<file path="src/rtl/riscv_pkg.sv">
// Shared RV32I constants for the load/store path: funct3 encodings, LSU states,
// opcode values used by the controller, and request legality helpers.
package riscv_pkg;

    localparam logic [2:0] F3_LB  = 3'b000;
    localparam logic [2:0] F3_LH  = 3'b001;
    localparam logic [2:0] F3_LW  = 3'b010;
    localparam logic [2:0] F3_LBU = 3'b100;
    localparam logic [2:0] F3_LHU = 3'b101;

    localparam logic [6:0] OP_LOAD  = 7'b0000011;
    localparam logic [6:0] OP_STORE = 7'b0100011;

    typedef enum logic [1:0] {
        IDLE = 2'd0,
        REQ  = 2'd1,
        WAIT = 2'd2,
        DONE = 2'd3
    } lsu_state_t;

    // Stores have no unsigned variants, so funct3[2] set on a store is illegal too.
    function automatic logic f3_illegal(input logic [2:0] f3, input logic is_store);
        return (f3 == 3'b011) || (f3[2:1] == 2'b11) || (is_store && f3[2]);
    endfunction

    function automatic logic addr_misaligned(input logic [2:0] f3, input logic [1:0] addr_lo);
        return ((f3[1:0] == 2'b01) && addr_lo[0]) ||
               ((f3[1:0] == 2'b10) && (addr_lo != 2'b00));
    endfunction

endpackage

</file>
<file path="src/rtl/lsu_align.sv">
// Byte-lane steering for the LSU: byte enables, replicated store data and
// sign/zero-extended load data, all purely combinational.
module lsu_align
    import riscv_pkg::*;
(
    input  logic [2:0]  funct3,
    input  logic [1:0]  addr_lo,
    input  logic [31:0] wdata,
    input  logic [31:0] dmem_rdata,
    output logic [3:0]  be,
    output logic [31:0] wdata_lane,
    output logic [31:0] load_data
);

    logic [31:0] rdata_shifted;

    always_comb begin
        case (funct3[1:0])
            2'b00:   be = 4'b0001 << addr_lo;
            2'b01:   be = 4'b0011 << {addr_lo[1], 1'b0};
            default: be = 4'b1111;
        endcase
    end

    // Each lane carries the store byte that lands there for B/H/W sizes.
    for (genvar gi = 0; gi < 4; gi++) begin : g_lane
        assign wdata_lane[8*gi +: 8] =
            (funct3[1:0] == 2'b00) ? wdata[7:0] :
            (funct3[1:0] == 2'b01) ? wdata[8*(gi%2) +: 8] :
                                     wdata[8*gi +: 8];
    end

    assign rdata_shifted = dmem_rdata >> {addr_lo, 3'b000};

    always_comb begin
        case (funct3)
            F3_LB:   load_data = {{24{rdata_shifted[7]}}, rdata_shifted[7:0]};
            F3_LH:   load_data = {{16{rdata_shifted[15]}}, rdata_shifted[15:0]};
            F3_LBU:  load_data = {24'd0, rdata_shifted[7:0]};
            F3_LHU:  load_data = {16'd0, rdata_shifted[15:0]};
            default: load_data = rdata_shifted;
        endcase
    end

endmodule

</file>
<file path="src/rtl/lsu.sv">
// Load/store unit: accepts one MEM-stage op, runs a valid/ready request to data
// memory, waits for the response and stalls the pipeline until it completes.
module lsu
    import riscv_pkg::*;
#(
    parameter int XLEN   = 32,
    parameter int ADDR_W = 32
) (
    input  logic              clk,
    input  logic              rst_n,
    input  logic              mem_read,
    input  logic              mem_write,
    input  logic [2:0]        funct3,
    input  logic [XLEN-1:0]   addr,
    input  logic [XLEN-1:0]   wdata,
    output logic              stall,
    output logic              load_valid,
    output logic [XLEN-1:0]   rdata,
    output logic              misaligned,
    output logic              access_err,
    output logic              dmem_req_valid,
    input  logic              dmem_req_ready,
    output logic              dmem_we,
    output logic [3:0]        dmem_be,
    output logic [ADDR_W-1:0] dmem_addr,
    output logic [XLEN-1:0]   dmem_wdata,
    input  logic              dmem_rsp_valid,
    input  logic [XLEN-1:0]   dmem_rdata
);

    lsu_state_t      state_reg, state_next;
    logic [XLEN-1:0] addr_reg;
    logic [XLEN-1:0] wdata_reg;
    logic [XLEN-1:0] rdata_reg;
    logic [2:0]      funct3_reg;
    logic            we_reg;

    logic            accept;
    logic            rsp_take;
    logic [XLEN-1:0] load_data;

    lsu_align u_align (
        .funct3     (funct3_reg),
        .addr_lo    (addr_reg[1:0]),
        .wdata      (wdata_reg),
        .dmem_rdata (dmem_rdata),
        .be         (dmem_be),
        .wdata_lane (dmem_wdata),
        .load_data  (load_data)
    );

    always_comb begin
        state_next     = state_reg;
        stall          = 1'b0;
        access_err     = 1'b0;
        misaligned     = 1'b0;
        accept         = 1'b0;
        rsp_take       = 1'b0;
        dmem_req_valid = 1'b0;
        load_valid     = 1'b0;
        case (state_reg)
            IDLE: begin
                // A store wins when both controls are high.
                if (mem_read || mem_write) begin
                    if (f3_illegal(funct3, mem_write)) begin
                        access_err = 1'b1;
                    end else if (addr_misaligned(funct3, addr[1:0])) begin
                        misaligned = 1'b1;
                    end else begin
                        accept     = 1'b1;
                        stall      = 1'b1;
                        state_next = REQ;
                    end
                end
            end
            REQ: begin
                stall          = 1'b1;
                dmem_req_valid = 1'b1;
                if (dmem_req_ready) begin
                    state_next = WAIT;
                end
            end
            WAIT: begin
                stall = 1'b1;
                if (dmem_rsp_valid) begin
                    rsp_take   = 1'b1;
                    state_next = DONE;
                end
            end
            DONE: begin
                load_valid = !we_reg;
                state_next = IDLE;
            end
            default: state_next = IDLE;
        endcase
    end

    always_ff @(posedge clk or negedge rst_n) begin
        if (!rst_n) begin
            state_reg  <= IDLE;
            addr_reg   <= '0;
            wdata_reg  <= '0;
            rdata_reg  <= '0;
            funct3_reg <= '0;
            we_reg     <= 1'b0;
        end else begin
            state_reg <= state_next;
            if (accept) begin
                addr_reg   <= addr;
                wdata_reg  <= wdata;
                funct3_reg <= funct3;
                we_reg     <= mem_write;
            end
            if (rsp_take && !we_reg) begin
                rdata_reg <= load_data;
            end
        end
    end

    assign rdata     = rdata_reg;
    assign dmem_we   = we_reg;
    assign dmem_addr = ADDR_W'({addr_reg[XLEN-1:2], 2'b00});

endmodule

</file>
<file path="config.mk">
export PLATFORM = sky130hd
export DESIGN_NAME = lsu
export DESIGN_NICKNAME = d
export VERILOG_FILES = /design/src/rtl/riscv_pkg.sv /design/src/rtl/lsu_align.sv /design/src/rtl/lsu.sv
export SDC_FILE = /design/constraint.sdc
export NUM_CORES = 1
export LEC_CHECK = 0
export CAP_MARGIN = 0
export CORE_ASPECT_RATIO = 0.8
export CORE_MARGIN = 5
export CORE_UTILIZATION = 30
export DETAILED_ROUTE_END_ITERATION = 10
export GPL_TIMING_DRIVEN = 0
export SETUP_SLACK_MARGIN = 0.3
export SYNTH_ARGS = -nofsm -noshare
export SYNTH_HDL_FRONTEND = slang
export SYNTH_HIERARCHICAL = 1
export SYNTH_SLANG_ARGS = --single-unit
</file>
<file path="constraint.sdc">
create_clock -name clk -period 4.9 [get_ports clk]
set_clock_uncertainty 0.15 [all_clocks]
set_input_delay 0.98 -clock clk [delete_from_list [all_inputs] [get_ports clk]]
set_output_delay 0.98 -clock clk [all_outputs]
set_load 0.02 [all_outputs]
</file>
==> results.py, run 1 <==
metrics = {
    "grt": {
        "grt_max_degree": 65,
        "grt_usage": 0.1521,
        "grt_pass1_wl_um": 25670,
        "antenna_found_initial": 0,
        "grt_overflow": 0,
        "grt_pass1_vias": 4548,
    },
    "placed_design": {
        "port_buffers": 208,
        "place_ws_ns": 0.2239,
        "placedCellCount": 923,
        "place_hpwl_um": 13040,
        "place_area_mm2": 0.008011,
        "routabilityCongestion": 0.8524,
    },
    "critical_path": {
        "cpPeakStageDelay_ns": 0.52,
        "path_class": "input port to output pin",
        "cp_common_cell": "nor2_1",
        "crit_chain": "clkdlybuf4s50_1 -> nor2b_1 -> a22o_1 -> nor3_4 -> buf_4 -> buf_6 -> nor2_1 -> nor2_1 -> dlymetal6s2s_1",
        "cp_slowest_cell": "clkdlybuf4s50_1",
        "cp_top_family": "buffers and inverters",
        "required_ns": 3.77,
        "worst-endpoint-arrival_ns": 3.06,
        "cp-start-kind": "input port",
        "endpoint_kind": "output pin",
        "crit_fanout": 10,
        "crit_buf_inv": 4,
    },
    "clock_network": {
        "cts_tree": "yes",
        "root_buffer": "clkbuf_16",
        "clk_pin_slew_worst_paths_ns": 0.07,
        "htreeDepth": 3,
        "cts_buffers": 9,
        "clock_sinks": 102,
        "cts_max_path_buffers": 2,
        "worst_skew_pair.late_latency_ns": 0.35,
        "ctsHoldBuffers": 0,
    },
    "drt": {
        "wl_um": 16620,
        "dr.pass1.iters": 4,
        "wl_per_cell_um": 17.68,
        "antenna_left": 0,
        "drc_errors": 0,
        "vias": 4200,
        "drtIter0Drc": 286,
        "viasPerCell": 4.468,
    },
    "floorplan": {
        "ios": 211,
        "die_w_um": 162.5,
        "core-area_mm2": 0.01822,
        "dieHeight_um": 132.0,
        "start_util": 0.3064,
        "rows": 44,
        "die_area_mm2": 0.02146,
    },
    "power_and_ir_drop": {
        "power.density_mw_per_mm2": 720.1,
        "internal_power_uw": 3651,
        "p_sw_uw": 2357,
        "pwr-share-comb": 0.612,
        "power_frac_seq": 0.257,
        "p_sw_frac": 0.3923,
        "ir_worst_vdd_mv": 0.2669,
        "total_power_uw": 6008,
        "total_leakage_power_uw": 0.003498,
        "clkPwrFrac": 0.131,
    },
    "logic_synthesis": {
        "synth-seq-cells": 102,
        "synth.distinct_cells": 43,
        "synth_cells": 460,
        "ys_seq_area_frac": 0.4571,
        "synth_area_mm2": 0.005584,
        "syn_avg_cell_area_um2": 12.14,
        "ys_warn_count": 6,
    },
    "finish": {
        "finalNetCount": 793,
        "final_area_mm2": 0.008343,
        "area_growth_pct": 49.41,
        "finish.utilization": 0.4578,
        "diodes": 0,
        "layout_common_cells": "clkdlybuf4s50_1, mux2_2, dfrtp_1, buf_4, nand2_1",
        "layout-drive-gt1-share": 0.3115,
        "layout_commonest_cell": "clkdlybuf4s50_1",
        "final_cell_count_no_fill": 940,
    },
    "sta": {
        "period_needed_ns": 4.189,
        "rsz0062_at_grt": "false",
        "hold_viol_final": 0,
        "fin_ws_ns": 0.7109,
        "drv_slew": 0,
        "fin_crit_sh": 0.8549,
        "relSlewSlack": 0.5116,
        "tightest_slew_ns": 0.7327,
        "final-setup-viol-count": 0,
        "clock.fmax_mhz": 238.7,
    },
    "flow_run": {
        "drv_cap": 0,
    },
    "status": {
        "status": "finished clean",
    },
    "hold_path": {
        "hold_path.class": "flip-flop to flip-flop",
    },
}
[per-layer routing]
layer,vias up,part of all wire,global-route usage
met3,13,0.068,0.04220
li1,2039,-,-
met4,0,0.015,0.04471
met5,-,0,0
met2,127,0.47,0.2429
met1,2021,0.45,0.2026
[worst paths after layout]
check	start	cells after the start	to	slack, ns
setup / recovery	funct3[1]	9	stall	0.71
setup reg to reg	state_reg[0]	5	rdata[16]	2.56
min in group asynchronous	rst_n	1	addr_reg[26]	0.45
hold / removal	wdata_reg[19]	1	wdata_reg[19]	0.34
max in group asynchronous	rst_n	2	rdata[3]	3.43
hold reg to reg	wdata_reg[19]	1	wdata_reg[19]	0.34
[cell usage after synthesis, drive strengths merged]
| cell | number | share of area |
|---|---|---|
| buf | 64 | 0.083 |
| a21oi | 24 | 0.022 |
| and3b | 1 | 0.0016 |
| xor2 | 2 | 0.0031 |
| nor3 | 3 | 0.0047 |
| a32oi | 2 | 0.0065 |
| a221oi | 2 | 0.0063 |
| or2 | 9 | 0.010 |
| clkbuf | 4 | 0.0027 |
| o221ai | 1 | 0.0016 |
| a211oi | 7 | 0.0094 |
| nand3b | 1 | 0.0013 |
| conb | 1 | 0.00067 |
| and2b | 6 | 0.0083 |
| nor3b | 3 | 0.0069 |
| nand2 | 25 | 0.017 |
| o21ai | 10 | 0.0090 |
| o21bai | 2 | 0.0027 |
| a21o | 2 | 0.0027 |
| nor2 | 7 | 0.0047 |
| inv | 6 | 0.0040 |
| dfrtp | 102 | 0.46 |
| a22o | 1 | 0.0016 |
| mux2 | 128 | 0.26 |
| mux2i | 16 | 0.029 |
| ha | 6 | 0.013 |
| o211ai | 18 | 0.025 |
| nand2b | 1 | 0.0011 |
| nor2b | 6 | 0.0067 |
[power by group through the flow]
stage	Sequential, uW	Clock (uW)	Combinational, uW
6_report	1550	786	3680
5_1_grt	1610	845	3910
4_1_cts	1550	816	3720
3_5_place_dp	1560	0	3700
3_3_place_gp	1550	0	3650
2_1_floorplan	1640	0	2110
[logic make-up after synthesis]
logic type      synth area share
fa+ha+maj                0.01344
flops                     0.4571
compound gates           0.08627
buf+inv                  0.08962
other cells            0.0006715
simple gates             0.06230
xor+xnor                0.003137
mux                       0.2875
[through the flow]
stage / hold WS (ns) / setup TNS [ns]
after floorplan: 0.3022 / 0
after global routing: 0.3527 / 0
final: 0.3379 / 0
after global placement: 0.3110 / -130.88
after detailed placement: 0.3229 / 0
after CTS: 0.3401 / 0
[cell type report]
type                       instances  area (um2)
timing repair buffer             210        2117
inverter                           6       22.52
clock inverter                     7       96.34
buffer                            68       478.0
sequential                       102        2552
fill                            1667        9879
multi-input combinational        285        2535
tap                              253       316.6
clock buffer                       9       225.2
[worst reg2reg max path: stages (launching register included)]
cell and delay [ns]:
dfrtp_1 0.41, inv_1 0.11, ha_1 0.24, nand3b_1 0.29
buf_1 0.61, mux2_2 0.42
[timing repair]
action	in CTS	in global routing
pin swaps	1	0
gates resized for setup	0	1
setup buffers	1	0
endpoints found under the setup margin	1	1
hold endpoints to repair	0	0
Power figures use the tool's default switching activity.
==> run 2: changes to the inputs <==
- CORE_MARGIN: 5 -> 4
==> run 2 against run 1 <==
  * Worst hold slack is essentially flat
  * Global-route usage increased by 0.40 points
  * Non-clock buffer count is the same
==> results.py, run 2 (synthesized netlist as in run 1, its figures left out) <==
metrics = {
    "placed_design": {
        "routabilityCongestion": 0.9081,
        "port_buffers": 208,
        "place_area_mm2": 0.008011,
        "placedCellCount": 923,
        "place_hpwl_um": 13110,
        "place_ws_ns": 0.1644,
    },
    "sta": {
        "timing.hold.ws_ns": 0.3382,
        "final-setup-viol-count": 0,
        "drv_slew": 0,
        "clock.fmax_mhz": 230.7,
        "fin_ws_ns": 0.5654,
        "period_needed_ns": 4.335,
        "tightest_slew_ns": 0.7304,
        "rsz0062_at_grt": "false",
        "fin_crit_sh": 0.8846,
        "hold_viol_final": 0,
        "relSlewSlack": 0.5130,
    },
    "drt": {
        "antenna_left": 0,
        "drc_errors": 0,
        "vias": 4321,
        "wl_um": 16550,
        "drtIter0Drc": 214,
        "dr.pass1.iters": 4,
        "viasPerCell": 4.597,
        "wl_per_cell_um": 17.61,
    },
    "critical_path": {
        "cp_common_cell": "nor2_1",
        "crit_fanout": 10,
        "path_class": "input port to output pin",
        "cp_slowest_cell": "clkdlybuf4s50_1",
        "required_ns": 3.77,
        "crit_buf_inv": 4,
        "endpoint_kind": "output pin",
        "cp_top_family": "buffers and inverters",
        "cp-start-kind": "input port",
        "cpPeakStageDelay_ns": 0.52,
        "crit_chain": "clkdlybuf4s50_1 -> nor2b_1 -> a22o_1 -> nor3_4 -> buf_4 -> buf_6 -> nor2_1 -> nor2_1 -> dlygate4sd2_1",
        "worst-endpoint-arrival_ns": 3.20,
    },
    "floorplan": {
        "start_util": 0.3064,
        "rows": 44,
        "die_w_um": 160.5,
        "die_area_mm2": 0.02087,
        "ios": 211,
        "dieHeight_um": 130.0,
        "core-area_mm2": 0.01822,
    },
    "clock_network": {
        "clk_pin_slew_worst_paths_ns": 0.08,
        "root_buffer": "clkbuf_16",
        "cts_tree": "yes",
        "htreeDepth": 3,
        "worst_skew_pair.late_latency_ns": 0.35,
        "cts_buffers": 9,
        "cts_max_path_buffers": 2,
        "clock_sinks": 102,
    },
    "grt": {
        "grt_pass1_vias": 4585,
        "grt_overflow": 0,
        "grt_pass1_wl_um": 25480,
        "antenna_found_initial": 0,
        "grt_max_degree": 61,
        "grt_usage": 0.1561,
    },
    "finish": {
        "multi_input_area_mm2": 0.002535,
        "layout_commonest_cell": "clkdlybuf4s50_1",
        "finalNetCount": 793,
        "final_area_mm2": 0.008300,
        "diodes": 0,
        "layout-drive-gt1-share": 0.3115,
        "layout_common_cells": "clkdlybuf4s50_1, mux2_2, dfrtp_1, buf_4, nand2_1",
        "ff_latch_area_mm2": 0.002552,
        "nFillCells": 1681,
        "final_cell_count_no_fill": 940,
        "area_growth_pct": 48.64,
    },
    "status": {
        "status": "finished clean",
    },
    "power_and_ir_drop": {
        "total_power_uw": 5916,
        "power.density_mw_per_mm2": 712.7,
        "total_leakage_power_uw": 0.003475,
        "ir_worst_vdd_mv": 0.3056,
    },
    "flow_run": {
        "drv_cap": 0,
    },
    "hold_path": {
        "hold_path.class": "flip-flop to flip-flop",
    },
}
-- run 2: changes by cell type in the layout (fill, tap and decap cells not counted), sizes merged --
cell          change
bufinv            -2
clkinv            +1
clkinvlp          -1
dlygate4sd2       +1
dlymetal6s2s      -1
inv               +2
-- run 2: area by class of cell --
class,instances,share of cell area
flip-flops and latches,102,0.3075
multi-input cells,285,0.3054
repair buffers,210,0.2546
plain buffers,68,0.05758
well taps,253,0.03814
clock buffers,9,0.02713
clock inverters,7,0.006934
inverters,6,0.002713
-- run 2: repair_timing --
item / in CTS / in global routing
endpoints found under the hold margin: 0 / 0
setup endpoints to repair: 1 / 0
hold buffers: 0 / 0
gates resized for setup: 1 / 0
setup buffers: 1 / 0
-- run 2: final timing paths --
check	startpoint	endpoint	cells past startpoint	slack [ns]
min	wdata_reg[17]	wdata_reg[17]	1	0.34
max reg2reg	state_reg[0]	rdata[14]	5	2.60
min reg2reg	wdata_reg[17]	wdata_reg[17]	1	0.34
max	funct3[1]	stall	9	0.57
min in group asynchronous	rst_n	rdata[13]	1	0.48
max in group asynchronous	rst_n	addr_reg[27]	2	3.40
-- run 2: where the power goes --
group	switching (uW)	leakage (uW)	internal [uW]	total, uW
Combinational	1740	0.00210	1930	3670
Sequential	284	0.00124	1260	1550
Clock	346	0.000134	352	699
Total	2370	0.00347	3550	5920
-- run 2: metal layers --
metal	wire length (um)	global-route usage	vias up	part of all wire
met4	212	0.03895	0	0.013
li1	-	-	2039	-
met5	0	0	-	0
met2	7889	0.2579	141	0.48
met1	7241	0.1999	2127	0.44
met3	1212	0.05178	14	0.073
-- run 2: metrics by stage --
stage / util / setup TNS (ns)
global placement: 0.4383 / -128.99
floorplan: - / 0
CTS: 0.4555 / 0
global route: 0.4555 / 0
finish: 0.4555 / 0
detailed placement: 0.4396 / 0
==> run 3: changes to the inputs <==
- SLEW_MARGIN: default -> 20
- TNS_END_PERCENT: default -> 100
==> run 3 against run 2 <==
  * First-iteration DRC count shrank 20%
  * Fmax grew 0.24%
  * Critical path depth is the same
  * Sequential share of layout area shrank 0.15 points
  * Global-route usage grew 0.14 points
  * Sequential power is essentially flat
  * Critical path type unchanged
  * Critical endpoint unchanged
==> results.py, run 3 (synthesized netlist as in run 1, its figures left out) <==
metrics = {
    "critical_path": {
        "cp-start-kind": "input port",
        "r2r_cells": 5,
        "reg2reg_to": "rdata[18]",
        "required_ns": 3.77,
        "cp_common_cell": "nor2_1",
        "reg2reg_from": "state_reg[0]",
        "cp_top_family": "buffers and inverters",
        "endpoint_kind": "output pin",
        "cp_slowest_cell": "clkdlybuf4s50_1",
        "crit_buf_inv": 4,
        "reg2reg_setup_slack_ns": 2.62,
        "cpPeakStageDelay_ns": 0.51,
        "worst-endpoint-arrival_ns": 3.19,
        "path_class": "input port to output pin",
        "crit_fanout": 10,
        "crit_chain": "clkdlybuf4s50_1 -> nor2b_1 -> a22o_1 -> nor3_4 -> buf_4 -> buf_6 -> nor2_1 -> nor2_1 -> dlygate4sd2_1",
    },
    "drt": {
        "antenna_left": 0,
        "drc_errors": 0,
        "wl_um": 16560,
        "drtIter0Drc": 172,
        "viasPerCell": 4.526,
        "vias": 4254,
        "wl_per_cell_um": 17.62,
        "dr.pass1.iters": 4,
    },
    "sta": {
        "hold_viol_final": 0,
        "rsz0062_at_grt": "false",
        "period_needed_ns": 4.324,
        "final-setup-viol-count": 0,
        "clock.fmax_mhz": 231.3,
        "drv_slew": 0,
        "timing.hold.ws_ns": 0.3381,
        "relSlewSlack": 0.5297,
        "fin_crit_sh": 0.8825,
        "fin_ws_ns": 0.5758,
        "tightest_slew_ns": 0.7055,
    },
    "clock_network": {
        "cts_buffers": 9,
        "root_buffer": "clkbuf_16",
        "htreeDepth": 3,
        "worst_skew_pair.late_latency_ns": 0.35,
        "cts_tree": "yes",
        "clk_pin_slew_worst_paths_ns": 0.08,
        "cts_max_path_buffers": 2,
        "clock_sinks": 102,
    },
    "flow_run": {
        "drv_cap": 0,
    },
    "grt": {
        "grt_overflow": 0,
        "antenna_found_initial": 0,
        "grt_usage": 0.1575,
        "grt_max_degree": 61,
        "grt_pass1_wl_um": 25810,
        "grt_pass1_vias": 4576,
    },
    "placed_design": {
        "place_area_mm2": 0.008015,
        "place_hpwl_um": 13110,
        "routabilityCongestion": 0.9081,
        "port_buffers": 208,
        "place_ws_ns": 0.1711,
    },
    "floorplan": {
        "dieHeight_um": 130.0,
        "rows": 44,
        "start_util": 0.3064,
        "die_w_um": 160.5,
        "die_area_mm2": 0.02087,
        "core-area_mm2": 0.01822,
        "ios": 211,
    },
    "hold_path": {
        "hold_depth": 1,
        "hold_path.class": "flip-flop to flip-flop",
        "worstHoldStart": "wdata_reg[21]",
        "min_to": "wdata_reg[21]",
    },
    "power_and_ir_drop": {
        "pwr-share-comb": 0.611,
        "ir_worst_vdd_mv": 0.3425,
        "total_leakage_power_uw": 0.003498,
        "internal_power_uw": 3646,
        "p_sw_frac": 0.3922,
        "power.density_mw_per_mm2": 719.2,
        "p_sw_uw": 2353,
        "clkPwrFrac": 0.131,
        "power_frac_seq": 0.258,
    },
    "finish": {
        "finalNetCount": 793,
        "area_growth_pct": 49.38,
        "multi_input_area_mm2": 0.002535,
        "diodes": 0,
        "nFillCells": 1669,
        "final_area_mm2": 0.008342,
        "ff_latch_area_mm2": 0.002552,
        "layout_common_cells": "clkdlybuf4s50_1, mux2_2, dfrtp_1, buf_4, nand2_1",
        "layout-drive-gt1-share": 0.3115,
        "layout_commonest_cell": "clkdlybuf4s50_1",
    },
    "status": {
        "status": "finished clean",
    },
}
-- run 3: area by class of cell --
cell class | instances | share of cell area
Buffer | 68 | 0.05730
Clock buffer | 9 | 0.02700
Clock inverter | 7 | 0.01140
Inverter | 6 | 0.002700
Multi-Input combinational cell | 285 | 0.3039
Sequential cell | 102 | 0.3060
Tap cell | 253 | 0.03795
Timing Repair Buffer | 210 | 0.2538
-- run 3: how the worst max path moves through the flow --
stage | startpoint | endpoint | slack (ns) | cells past startpoint
2_1_floorplan | funct3[1] | stall | 1.53 | 7
3_3_place_gp | rst_n | addr_reg[24] | -1.27 | 1
3_5_place_dp | funct3[1] | stall | 0.17 | 9
4_1_cts | funct3[1] | stall | 0.56 | 9
5_1_grt | funct3[1] | stall | 0.42 | 9
6_report | funct3[1] | stall | 0.58 | 9
-- run 3: through the flow --
stage	instances	total power [uW]	utilization	TNS, ns
2_1_floorplan	461	3741	-	0
3_3_place_gp	922	5193	0.4383	-128.99
3_5_place_dp	923	5260	0.4399	0
4_1_cts	940	6074	0.4578	0
5_1_grt	940	6373	0.4578	0
6_report	940	5999	0.4578	0
-- run 3: layer usage --
layer  track usage  share of wire
met1        0.2029           0.44
met2        0.2557           0.47
met3       0.05747          0.075
met4       0.03692          0.012
met5             0              0
-- run 3: power groups by stage --
stage / Sequential, uW / Clock, uW / Combinational, uW
detailed placement: 1570 / 0 / 3690
floorplan: 1640 / 0 / 2110
global route: 1610 / 846 / 3920
finish: 1550 / 783 / 3670
global placement: 1540 / 0 / 3650
CTS: 1560 / 810 / 3710
-- run 3: worst reg2reg max path, cell delays in order, from the launching register on --
cell	delay [ns]
dfrtp_1	0.40
inv_1	0.11
ha_1	0.24
nand3b_1	0.28
buf_1	0.59
mux2_2	0.41
-- run 3: what timing repair did --
action                     4_1_cts  5_1_grt
setup buffers                    1        0
hold buffers                     0        0
setup endpoints to repair        1        0
gates resized for setup          1        0
